File: src/rtl/perf_pkg.sv
// Shared types and constants for the performance-counter unit.
// Counter index map matches the rd_sel / ovf bit ordering.
package perf_pkg;

    typedef enum logic {
        RUN    = 1'b0,
        FROZEN = 1'b1
    } state_e;

    localparam int CNT_CYCLE  = 0;
    localparam int CNT_RETIRE = 1;
    localparam int CNT_EVT0   = 2;

    function automatic int sel_w(input int num_evt);
        return $clog2(num_evt + 2);
    endfunction

endpackage

File: src/rtl/perf_ctr_slice.sv
// One performance counter with clear, hold and sticky overflow.
// SATURATE selects stick-at-all-ones versus wrap-to-zero.
module perf_ctr_slice #(
    parameter int WIDTH    = 32,
    parameter int SATURATE = 1
) (
    input  logic             clk,
    input  logic             rst_n,
    input  logic             clr,
    input  logic             hold,
    input  logic             inc,
    output logic [WIDTH-1:0] count,
    output logic             ovf
);

    always_ff @(posedge clk or negedge rst_n) begin
        if (!rst_n) begin
            count <= '0;
            ovf   <= 1'b0;
        end else if (clr) begin
            count <= '0;
            ovf   <= 1'b0;
        end else if (!hold && inc) begin
            if (&count) begin
                ovf <= 1'b1;
                if (SATURATE == 0) begin
                    count <= '0;
                end
            end else begin
                count <= count + 1'b1;
            end
        end
    end

endmodule

File: src/rtl/perf_counters.sv
// Cycle / retire / event counters with halt and timeout freeze.
// Registered read port; prints a CPI summary in simulation on freeze.
module perf_counters
    import perf_pkg::*;
#(
    parameter int WIDTH    = 32,
    parameter int NUM_EVT  = 4,
    parameter int TIMEOUT  = 100000,
    parameter int SATURATE = 1
) (
    input  logic                       clk,
    input  logic                       rst_n,
    input  logic                       halt,
    input  logic                       retire_v,
    input  logic [NUM_EVT-1:0]         evt,
    input  logic                       clr,
    input  logic [sel_w(NUM_EVT)-1:0]  rd_sel,
    output logic [WIDTH-1:0]           rd_data,
    output logic [WIDTH-1:0]           cycle,
    output logic                       frozen,
    output logic                       timeout,
    output logic [NUM_EVT+1:0]         ovf
);

    localparam int NC = NUM_EVT + 2;
    localparam int SW = sel_w(NUM_EVT);
    // A TIMEOUT the cycle counter can never reach disables the compare.
    localparam bit TO_EN =
        (TIMEOUT > 0) && ($clog2(TIMEOUT + 1) <= WIDTH);
    localparam logic [WIDTH-1:0] TO_VAL = WIDTH'(TIMEOUT);

    state_e           state;
    state_e           state_nxt;
    logic             hold;
    logic             hit;
    logic [NC-1:0]    inc;
    logic [WIDTH-1:0] cnt [NC];
    logic [WIDTH-1:0] cyc_nxt;
    logic [WIDTH-1:0] rd_mux;

    assign hold = (state == FROZEN);
    assign inc  = {evt, retire_v, 1'b1};

    for (genvar k = 0; k < NC; k++) begin : g_slice
        perf_ctr_slice #(
            .WIDTH    (WIDTH),
            .SATURATE (SATURATE)
        ) u_slice (
            .clk   (clk),
            .rst_n (rst_n),
            .clr   (clr),
            .hold  (hold),
            .inc   (inc[k]),
            .count (cnt[k]),
            .ovf   (ovf[k])
        );
    end

    assign cycle = cnt[CNT_CYCLE];

    always_comb begin
        cyc_nxt = cnt[CNT_CYCLE] + 1'b1;
        if ((&cnt[CNT_CYCLE]) && (SATURATE != 0)) begin
            cyc_nxt = cnt[CNT_CYCLE];
        end
    end

    assign hit = TO_EN && (cyc_nxt == TO_VAL);

    always_ff @(posedge clk or negedge rst_n) begin
        if (!rst_n) begin
            state <= RUN;
        end else begin
            state <= state_nxt;
        end
    end

    always_comb begin
        state_nxt = state;
        if (clr) begin
            state_nxt = RUN;
        end else if (state == RUN && (halt || hit)) begin
            state_nxt = FROZEN;
        end
    end

    always_comb begin
        frozen = (state == FROZEN);
    end

    always_ff @(posedge clk or negedge rst_n) begin
        if (!rst_n) begin
            timeout <= 1'b0;
        end else if (clr) begin
            timeout <= 1'b0;
        end else if (!hold && hit) begin
            timeout <= 1'b1;
        end
    end

    always_comb begin
        rd_mux = '0;
        for (int k = 0; k < NC; k++) begin
            if (rd_sel == SW'(k)) begin
                rd_mux = cnt[k];
            end
        end
    end

    always_ff @(posedge clk or negedge rst_n) begin
        if (!rst_n) begin
            rd_data <= '0;
        end else begin
            rd_data <= rd_mux;
        end
    end

`ifndef SYNTHESIS
    // Report one edge late so the counters already hold their final values.
    logic froze_q;

    always_ff @(posedge clk or negedge rst_n) begin
        if (!rst_n) begin
            froze_q <= 1'b0;
        end else begin
            froze_q <= !clr && !hold && (state_nxt == FROZEN);
        end
    end

    always_ff @(posedge clk) begin
        if (rst_n && froze_q) begin
            $display("perf_counters: frozen cycles=%0d retired=%0d CPI=%0.2f",
                     cnt[CNT_CYCLE], cnt[CNT_RETIRE],
                     (cnt[CNT_RETIRE] == '0) ? 0.0 :
                     real'(cnt[CNT_CYCLE]) / real'(cnt[CNT_RETIRE]));
        end
    end
`endif

endmodule

File: config.mk
export PLATFORM = sky130hd
export DESIGN_NAME = perf_counters
export DESIGN_NICKNAME = d
export VERILOG_FILES = /design/src/rtl/perf_pkg.sv /design/src/rtl/perf_ctr_slice.sv /design/src/rtl/perf_counters.sv
export SDC_FILE = /design/constraint.sdc
export NUM_CORES = 1
export LEC_CHECK = 0
export ABC_AREA = 1
export CORE_MARGIN = 4
export CORE_UTILIZATION = 55
export CTS_BUF_LIST = sky130_fd_sc_hd__clkbuf_8 sky130_fd_sc_hd__clkbuf_16
export CTS_CLUSTER_SIZE = 28
export DETAILED_ROUTE_END_ITERATION = 6
export GPL_TIMING_DRIVEN = 0
export PLACE_DENSITY = 0.77
export SYNTH_ARGS = -nofsm -noshare
export SYNTH_HDL_FRONTEND = slang
export SYNTH_HIERARCHICAL = 1
export SYNTH_SLANG_ARGS = --single-unit
File: constraint.sdc
create_clock -name clk -period 2.05 [get_ports clk]
set_clock_uncertainty 0.05 [all_clocks]
set_input_delay 0.3075 -clock clk [delete_from_list [all_inputs] [get_ports clk]]
set_output_delay 0.3075 -clock clk [all_outputs]
set_load 0.1 [all_outputs]
==> metrics.md <==
| Metric | Value |
|---|---|
| Die height | 187.5 um |
| DRT Pass-1 Iters | 7 |
| Fin crit period | 2.313 ns |
| Vias in the first global route | between 15000 and 20000 |
| CTS Sinks | between 200 and 250 |
| WL final | about 70000 um |
| Critical-path top delay cell | dfrtp_2 |
| N_diodes | 0 |
| Final net count | 3066 |
| Static leakage | 9.595 nW |
| CORE AREA | 31640 um2 |
| Mapped Nets | 2825 |
| FILL cells | 2708 |
| Max stage delay on crit path | around 0.55 ns |
| Slew Limit Fails | 0 |
| GRT overflow | 0 |
| Clock Latency Late Sink | 0.60 ns |
| Fin area | 21780 um2 |
| Peak supply drop | 0.6495 mV |
| Largest net degree at the start of global routing | 104 |
| Arrival @ worst endpoint | roughly 2.8 ns |
| Routed length per placed instance | 20.17 um |
| Die area | 35150 um2 |
| Area Overhead vs Synth | 22.94% |
| Failing checks | design-rule violations, negative setup slack |
| Crit path top cell by count | nand2_1 |
| Pwr dens | approximately 530 nW/um2 |
| Overall power | 11.64 mW |
| Maxcap violations | 0 |
| Status | finished with violations |
| Max transition margin | between 40% and 50% |
| Setup violators final | 36 |
| Root Driver | clkbuf_16 |
| CTS tree | done |
| Clock transition at path regs | approximately 0.07 ns |
| R2R depth | 12 |
| Buffers on Ports | 82 |
| Crit-path cells | nand2_1 > nor2_1 > nand2_1 > inv_2 > nand2_1 > nor2_4 > nor2_2 > nor3_2 > nand2_1 > nor2_4 > nand3_2 > a21oi_2 |
| Synth Cell Area | 17720 um2 |
| Period utilization | 112.9% |
| FMAX | 432.3 MHz |
| Tightest hold margin | 0.2007 ns |
| DRT iter0 DRCs | ~2800 |
| Number of synthesized register bits | 232 |
| CTS Buf Count | 29 |
| FP Rows | 65 |
| Fin worst setup slack | -0.2635 ns |
| Gpl congestion | 0.9999 |
| Worst setup EP type | flip-flop |
| Routed vias | 20480 |
| Final Hold Fails | 0 |
| Startpoint types | flip-flop |
| Ys Warns | 6 |
| Vias per cell | approximately 5.9 |
| Post-Synthesis Cells | 2806 |
| Hold crit path type | input pin to flip-flop |
| Hold path cells | 2 |
| Initial antenna violation count | 1 |
| Final HPWL DP | 48310 um |
| First-pass GRT wire length | about 100000 um |
| Crit Path Category | flip-flop to flip-flop |
| Initial Util | 56.01% |
| # IOs | 84 |
| Post-route DRC | 1 |
| Post-route ant nets | 0 |
| Post-DP Area | 19190 um2 |
| Share of cells above drive strength 1 | 18.93% |
| Worst-path maximum fanout | 8 |
| Clock tree buffer depth | 3 |
| CTS HTree Levels | 1 |
| Tot GR Track Use | 37.00% |
| Post-synthesis cell type count | 35 |
| Die W | 187.5 um |
| Syn Area/Cell | 6.314 um2 |
| RSZ-0062 raised after global routing | true |
| Worst Tran Pin Value | 0.7912 ns |
| Worst Path Required | 2.52 ns |
| Register area share after synthesis | 32.77% |
[kinds of logic (layout without fill, tap and decap cells)]
group                      after synthesis  in the layout  share of synthesized area (%)
buffers and inverters                  374            638                          8.891
and+or+nand+nor                       1896           1896                          46.25
AOI/OAI and AO/OA                      254            254                          9.505
DFF                                    232            232                          32.77
other                                    1              1                        0.02116
adders and majority gates                7              7                         0.4943
xor gates and xnor gates                42             42                          2.076
[layout by cell type (no fill, tap or decap), drive strengths merged]
cell	count
a21oi	14
and2	2
buf	195
bufinv	6
clkbuf	71
clkdlybuf4s15	46
clkdlybuf4s18	1
clkdlybuf4s50	8
clkinv	11
clkinvlp	1
conb	1
dfrtp	232
dlygate4sd3	1
ha	7
inv	298
nand2	1058
nand3	356
nand3b	8
nand4	54
nor2	402
nor3	3
o21ai	180
o21bai	30
o221ai	30
or2	13
xnor2	19
xor2	23
[where the power goes]
group	leakage, nW	total, mW	switching (mW)	internal (mW)
clock	0.539	5.73	2.25	3.48
combinational	5.89	1.23	0.919	0.310
sequential	3.16	4.68	0.0507	4.63
total	9.59	11.6	3.22	8.42
[final timing paths]
path / startpoint / to / slack [ns]
setup / recovery: g_slice[0].u_slice/count[28] / frozen / -0.26
hold / removal: clr / timeout / 0.20
setup reg to reg: g_slice[0].u_slice/count[28] / frozen / -0.26
hold reg to reg: g_slice[2].u_slice/ovf / g_slice[2].u_slice/ovf / 0.47
max in group asynchronous: rst_n / g_slice[4].u_slice/count[18] / 0.76
min in group asynchronous: rst_n / g_slice[1].u_slice/ovf / 0.21
[final cells by class]
class | instances | area [um2] | share of cell area (%)
plain buffers | 78 | 573.1 | 2.631
clock buffers | 33 | 780.7 | 3.584
clock inverters | 21 | 270.3 | 1.241
inverters | 295 | 1115 | 5.118
multi-input cells | 2200 | 10790 | 49.52
flip-flops and latches | 232 | 5862 | 26.91
well taps | 402 | 503.0 | 2.309
repair buffers | 211 | 1892 | 8.685
[worst max-delay path, delay by kind of cell (launching register included)]
kind	cells	cell delay, ns
simple gates	10	1.30
compound gates	1	0.14
flops	1	0.55
buf+inv	1	0.17
[synth_stat cells, drive strengths merged]
cell type / number / area (um2)
clkbuf: 31 / 116.4
xnor2: 19 / 166.4
inv: 292 / 1096
o21bai: 30 / 225.2
xor2: 23 / 201.4
nand2: 1058 / 4066
clkinv: 3 / 11.26
and2: 2 / 12.51
ha: 7 / 87.58
dfrtp: 232 / 5806
a21oi: 14 / 70.07
buf: 48 / 351.6
or2: 13 / 81.33
nor3: 3 / 15.01
o221ai: 30 / 262.8
nand3: 356 / 1822
nand3b: 8 / 60.06
nor2: 402 / 1762
nand4: 54 / 375.4
conb: 1 / 3.750
o21ai: 180 / 1126
[what timing repair did]
| item | CTS | global route |
|---|---|---|
| hold buffers | 1 | 0 |
| endpoints found under the setup margin | 119 | 171 |
| endpoints found under the hold margin | 62 | 0 |
| cloned | 0 | 2 |
| setup buffers | 76 | 48 |
| resized for setup | 307 | 144 |
| pin swaps | 23 | 34 |
[per-stage QoR]
| step | cells | setup WS [ns] | setup TNS [ns] | util, % |
|---|---|---|---|---|
| floorplan | 2806 | -0.1731 | -0.4384 | - |
| global placement | 3290 | -11.27 | -2561.72 | 60.42 |
| detailed placement | 3293 | -0.6792 | -27.21 | 60.65 |
| CTS | 3423 | -0.2313 | -0.3608 | 66.15 |
| global route | 3472 | -0.3462 | -5.159 | 68.85 |
| finish | 3472 | -0.2635 | -4.463 | 68.85 |
[registers in the layout, indices dropped and copies added, names as in the netlist]
| name | cells |
|---|---|
| frozen | 1 |
| g_slice.u_slice/count | 192 |
| g_slice.u_slice/ovf | 6 |
| timeout | 1 |
| rd_data | 32 |
[per-layer routing]
| layer | routed length, um | global-route usage (%) | vias to the layer above |
|---|---|---|---|
| met1 | 26840 | 48.41 | 9399 |
| li1 | - | - | 9449 |
| met5 | 7 | 0 | - |
| met3 | 6816 | 5.860 | 311 |
| met2 | 31810 | 60.76 | 1321 |
| met4 | 4552 | 16.74 | 2 |
Power figures use the tool's default switching activity.
